$ cat src/rtl/regfile_wb_arbiter.sv
// regfile_wb_arbiter: shares the register-file write port between the
// pipeline writeback stage (port A, no backpressure) and the mult/div
// result path (port B, valid/ready, buffered in a 2-entry FIFO).
// A starvation counter raises stall_pipe for one cycle so that buffered
// B results can drain. All write-port outputs are registered (latency 1).
module regfile_wb_arbiter #(
  parameter int DATA_W       = 32,
  parameter int ADDR_W       = 5,
  parameter int STARVE_LIMIT = 4
) (
  input  logic              clock,
  input  logic              ctrl_reset,
  input  logic              a_valid,
  input  logic [ADDR_W-1:0] a_reg,
  input  logic [DATA_W-1:0] a_data,
  input  logic              b_valid,
  output logic              b_ready,
  input  logic [ADDR_W-1:0] b_reg,
  input  logic [DATA_W-1:0] b_data,
  output logic              stall_pipe,
  output logic              wr_en,
  output logic [ADDR_W-1:0] wr_reg,
  output logic [DATA_W-1:0] wr_data,
  output logic [1:0]        fifo_count,
  output logic              proto_err
);

  // Starve counter is wide enough for the full legal limit range (1..15).
  localparam int                CNT_W = 4;
  localparam logic [CNT_W-1:0] LIMIT = CNT_W'(STARVE_LIMIT);

  typedef struct packed {
    logic [ADDR_W-1:0] rd;
    logic [DATA_W-1:0] data;
  } entry_t;

  // FIFO storage: slot0 is always the head; valid entries are fifo_count.
  entry_t           slot0, slot1;
  entry_t           slot0_next, slot1_next;
  entry_t           b_entry, wr_sel;
  logic [CNT_W-1:0] starve, starve_next, starve_inc;
  logic [1:0]       count_next, kept;
  logic             grant_a, pop, push, keep0, keep1;
  logic             wr_en_next, stall_next, proto_err_next;

  // B may push only when a slot is free and the block is out of reset.
  assign b_ready = ctrl_reset && (fifo_count != 2'd2);
  assign b_entry = '{rd: b_reg, data: b_data};

  // Grant, WAW kill, FIFO compaction/push and starvation bookkeeping.
  always_comb begin
    // NOTE: every signal gets a default before any branch so no latch is inferred.
    grant_a        = a_valid && (a_reg != '0);
    pop            = !grant_a && (fifo_count != 2'd0);
    // A granted write to R kills older FIFO entries targeting R; a pop
    // removes only the head. The two never happen on the same edge.
    keep0          = (fifo_count != 2'd0) && !pop && !(grant_a && (slot0.rd == a_reg));
    keep1          = (fifo_count == 2'd2) && !(grant_a && (slot1.rd == a_reg));
    push           = b_valid && b_ready && (b_reg != '0);
    kept           = 2'(keep0) + 2'(keep1);
    count_next     = kept + 2'(push);

    // Compact survivors toward the head, then append the new entry after them.
    slot0_next     = keep0 ? slot0 : slot1;
    slot1_next     = slot1;
    if (push) begin
      if (kept == 2'd0) slot0_next = b_entry;
      else              slot1_next = b_entry;
    end

    wr_en_next     = grant_a || pop;
    wr_sel         = grant_a ? '{rd: a_reg, data: a_data} : slot0;
    proto_err_next = proto_err || (a_valid && stall_pipe);

    // Count cycles where buffered data waits; a stall is never issued
    // directly after another one, the count saturates until it can fire.
    starve_inc     = (starve >= LIMIT) ? LIMIT : starve + 1'b1;
    starve_next    = starve;
    stall_next     = 1'b0;
    if (pop || (count_next == 2'd0)) begin
      starve_next = '0;
    end else if (fifo_count != 2'd0) begin
      if ((starve_inc == LIMIT) && !stall_pipe) begin
        stall_next  = 1'b1;
        starve_next = '0;
      end else begin
        starve_next = starve_inc;
      end
    end
  end

  // Control state and registered write-port outputs, synchronous active-low reset.
  always_ff @(posedge clock) begin
    // NOTE: sequential state uses non-blocking assignments so every register samples pre-edge values.
    if (!ctrl_reset) begin
      fifo_count <= 2'd0;
      starve     <= '0;
      stall_pipe <= 1'b0;
      proto_err  <= 1'b0;
      wr_en      <= 1'b0;
      wr_reg     <= '0;
      wr_data    <= '0;
    end else begin
      fifo_count <= count_next;
      starve     <= starve_next;
      stall_pipe <= stall_next;
      proto_err  <= proto_err_next;
      wr_en      <= wr_en_next;
      if (wr_en_next) begin
        wr_reg  <= wr_sel.rd;
        wr_data <= wr_sel.data;
      end
    end
  end

  // FIFO payload storage.
  always_ff @(posedge clock) begin
    // NOTE: payload slots are not reset; fifo_count alone marks which contents are meaningful.
    slot0 <= slot0_next;
    slot1 <= slot1_next;
  end

endmodule

$ cat config.mk
export PLATFORM = sky130hd
export DESIGN_NAME = regfile_wb_arbiter
export DESIGN_NICKNAME = d
export VERILOG_FILES = /design/src/rtl/regfile_wb_arbiter.sv
export SDC_FILE = /design/constraint.sdc
export NUM_CORES = 1
export LEC_CHECK = 0
export CAP_MARGIN = 20
export CORE_MARGIN = 2
export CORE_UTILIZATION = 44
export CTS_CLUSTER_DIAMETER = 120
export DETAILED_ROUTE_END_ITERATION = 8
export PLACE_DENSITY = 0.76
export SETUP_SLACK_MARGIN = 0.1
export SLEW_MARGIN = 20
export SYNTH_ARGS = -nofsm -noshare
export SYNTH_HDL_FRONTEND = slang
export SYNTH_SLANG_ARGS = --single-unit
$ cat constraint.sdc
create_clock -name clock -period 4.2 [get_ports clock]
set_input_delay 0.84 -clock clock [delete_from_list [all_inputs] [get_ports clock]]
set_output_delay 0.84 -clock clock [all_outputs]
set_load 0.01 [all_outputs]
==> results.cfg <==
[sta]
rsz0062_at_grt = no
fmax_mhz = 296
final.setup.tns_ns = 0
setup_viol = 0
report.final.hold_viol_count = 0
slew_viol_final = 0
relSlewSlack_pct = 33.4
timing.clock.skew_ns = 0.00823
finalCritPeriodShare_pct = 80.4
tmin_final_ns = 3.38
worst_slew_pin_slew_ns = 0.996

[finish]
post_route_cells_drive_above_1_share_pct = 8.04
layout-area-overhead-vs-synth_pct = 39.4
insertedDiodeCount = 0
multi_input_area_um2 = 1890
reg.largest.list = slot0 (37), slot1 (37), wr_data (32)
instances_no_fill = 774
num-fill-cells = 876
regArea_um2 = 2770
finish.net_count = 702

[grt]
grt_util_all_layers_pct = 21.4
gr-total-overflow = 0
wire_length_of_the_first_global_routing_pass_um = 19500
vias_in_the_first_global_route = 4048
grt_start_max_net_pins = 72
number_of_antenna_violations_at_the_first_check_in_global_routing = 0

[routing]
totalWireLength_um = 12300
routed_via_density = 5.22
route.antenna.remaining_nets = 0
drt_iter0_drc = 256
drc_errors = 0
drt_pass1_iterations = 4
detail_route.wl_per_cell_um = 15.8
detailroute.via_count = 4044

[floorplanning]
die_width_um = 109
io-pin-count = 121
die_area_um2 = 11800
placement_rows = 38
die_height_um = 109
core_region_area_um2 = 10800
initial_utilization_pct = 44.8

[run]
drv_cap = 0

[synth]
synth_cells = 508
ys.warnings.count = 0
share_of_synthesized_area_occupied_by_flip_flops_and_latches_pct = 57.4
flip_flop_cell_with_the_highest_count_after_synthesis = dfxtp_1
synth.ff_latch_count = 120
mappedNetlistNets = 589
ys_async_sr_fraction_pct = 0
synth_area_um2 = 4830
synth_enable_flop_cells = 37
yosysUniqueCellTypes = 32
synth_area_per_cell_um2 = 9.51

[pwr]
p_seq_share_pct = 40.7
netSwitchingFraction_pct = 23.7
net-switching-power_uw = 760
total_leakage_power_uw = 0.00285
relative_contribution_of_combinational_cells_to_total_power_pct = 11.9
power_per_cell_area_nw_per_um2 = 477
clk_network_pwr_share_pct = 47.4
internal-power_uw = 2450
highest_ir_drop_seen_on_vdd_mv = 0.273

[clock_tree]
cts_made_buffers = 17
post_cts_resize_count = 0
clk_path_buf_depth = 2
cts_tree = done
clock_tree.htree_level_count = 4
worst_skew_pair.late_latency_ns = 0.51
cts_post_setup_buffers_inserted = 0
numClockSinks = 120
cts-hold-fix-buffers = 0
cts_root_buf = clkbuf_8
cts.reportedPaths.clkPinSlew_ns = 0.06

[setup_path]
cp_cell_sequence = clkdlybuf4s50_1 -> or4_4 -> o21a_1 -> o211a_2 -> inv_2 -> ha_1 -> nand3_2 -> nor2_1 -> a21oi_1
crit_arrival_ns = 3.77
cpMaxStageDelayCell = nand3_2
crit_path_start_kind = input port
required_ns = 4.59
crit_type = input port to register
critPathCaptureType = register
crit_path_max_fanout = 37
slowest_delay_ns = 0.65

[min_path]
min-delay-path-class = register to register

[placement]
place_inst = 742
place.port_buffers = 120
gpl.final_weighted_congestion = 0.805
hpwl_um = 7800

[run_status]
result_of_the_run = completed
==> final cells by class <==
type	instances	area share (%)
clock buffer	19	6.41
clock inverter	13	2.88
inverter	1	0.0557
multi-input combinational	351	28.0
sequential	120	41.2
tap	140	2.60
timing repair buffer	130	18.9
==> per-layer routing <==
layer | part of all wire, % | wire length, µm | track usage, % | vias to the layer above
met2 | 50 | 6080 | 37.2 | 140
li1 | - | - | - | 1987
met5 | 0 | 0 | 0 | -
met4 | 1.1 | 139 | 6.78 | 0
met3 | 5.9 | 729 | 5.92 | 12
met1 | 43 | 5310 | 25.7 | 1905
==> power groups by stage <==
stage               sequential (µW)  combinational, µW  clock [µW]
finish                         1310                382        1520
global route                   1310                421        1600
CTS                            1310                385        1540
detailed placement             1330                381           0
global placement               1330                371           0
floorplan                      1340                183           0
==> cells in the final DEF, fill, tap and decap left out, types with 2 or more instances in the layout <==
cell type,instances
a21boi_0,2
a21oi_1,75
and2_1,3
and3_1,4
buf_4,10
bufinv_16,4
clkbuf_16,16
clkbuf_8,2
clkdlybuf4s50_1,119
clkinv_4,3
clkinvlp_4,4
dfxtp_1,83
edfxtp_1,37
ha_1,2
inv_6,2
mux2i_1,3
nand2_1,113
nand3_1,36
nor2_1,44
nor2_4,2
nor2b_1,3
nor3_1,5
o211a_1,35
o21ai_0,3
xnor2_1,7
xor2_1,3
==> final timing paths <==
check | startpoint | endpoint | slack [ns] | cells after the start
worst min-delay path | slot1[26] | slot0[26] | 0.50 | 2
worst min register to register | slot1[26] | slot0[26] | 0.50 | 2
worst max-delay path | a_reg[2] | slot0[11] | 0.82 | 9
worst max register to register | fifo_count[1] | starve[2] | 1.47 | 8
==> per-stage QoR <==
step / setup WS (ns) / cell area, µm² / total power [µW] / hold WS, ns / utilization (%)
2_1_floorplan: 0.633 / 4830 / 1520 / 0.471 / -
3_3_place_gp: 0.445 / 6110 / 1700 / 0.472 / 56.6
3_5_place_dp: 0.362 / 6110 / 1710 / 0.484 / 56.6
4_1_cts: 0.862 / 6740 / 3230 / 0.499 / 62.4
5_1_grt: 0.569 / 6740 / 3330 / 0.522 / 62.4
6_report: 0.824 / 6740 / 3210 / 0.496 / 62.4
==> cell families after synthesis <==
group                    share of synthesized area [%]
AND/OR/NAND/NOR                                   18.6
AO/OA/AOI/OAI                                     16.5
flip-flops                                        57.4
buffers and inverters                             4.12
XOR/XNOR                                          1.81
multiplexers                                     0.621
adder cells (fa/ha/maj)                          0.932
==> worst max-delay path, delay by kind of cell <==
kind                     cells  cell delay, ns
AND/OR/NAND/NOR              3            1.58
AO/OA/AOI/OAI                3            0.46
adder cells (fa/ha/maj)      1            0.26
buffers and inverters        2            0.61
==> Yosys cell counts (all sizes together) (3+ instances only) <==
cell type,instances,share of area [%]
buf,17,2.6
clkbuf,19,1.5
xor2,3,0.54
edfxtp,37,23
dfxtp,83,34
mux2i,3,0.62
and2,3,0.39
and3,4,0.52
nor2b,3,0.39
o211a,36,7.5
nand3,37,3.8
nor2,46,3.6
nor3,5,0.52
o21ai,4,0.49
nand2,113,8.8
a21oi,75,7.8
xnor2,7,1.3
(Power assumes the default switching activity.)
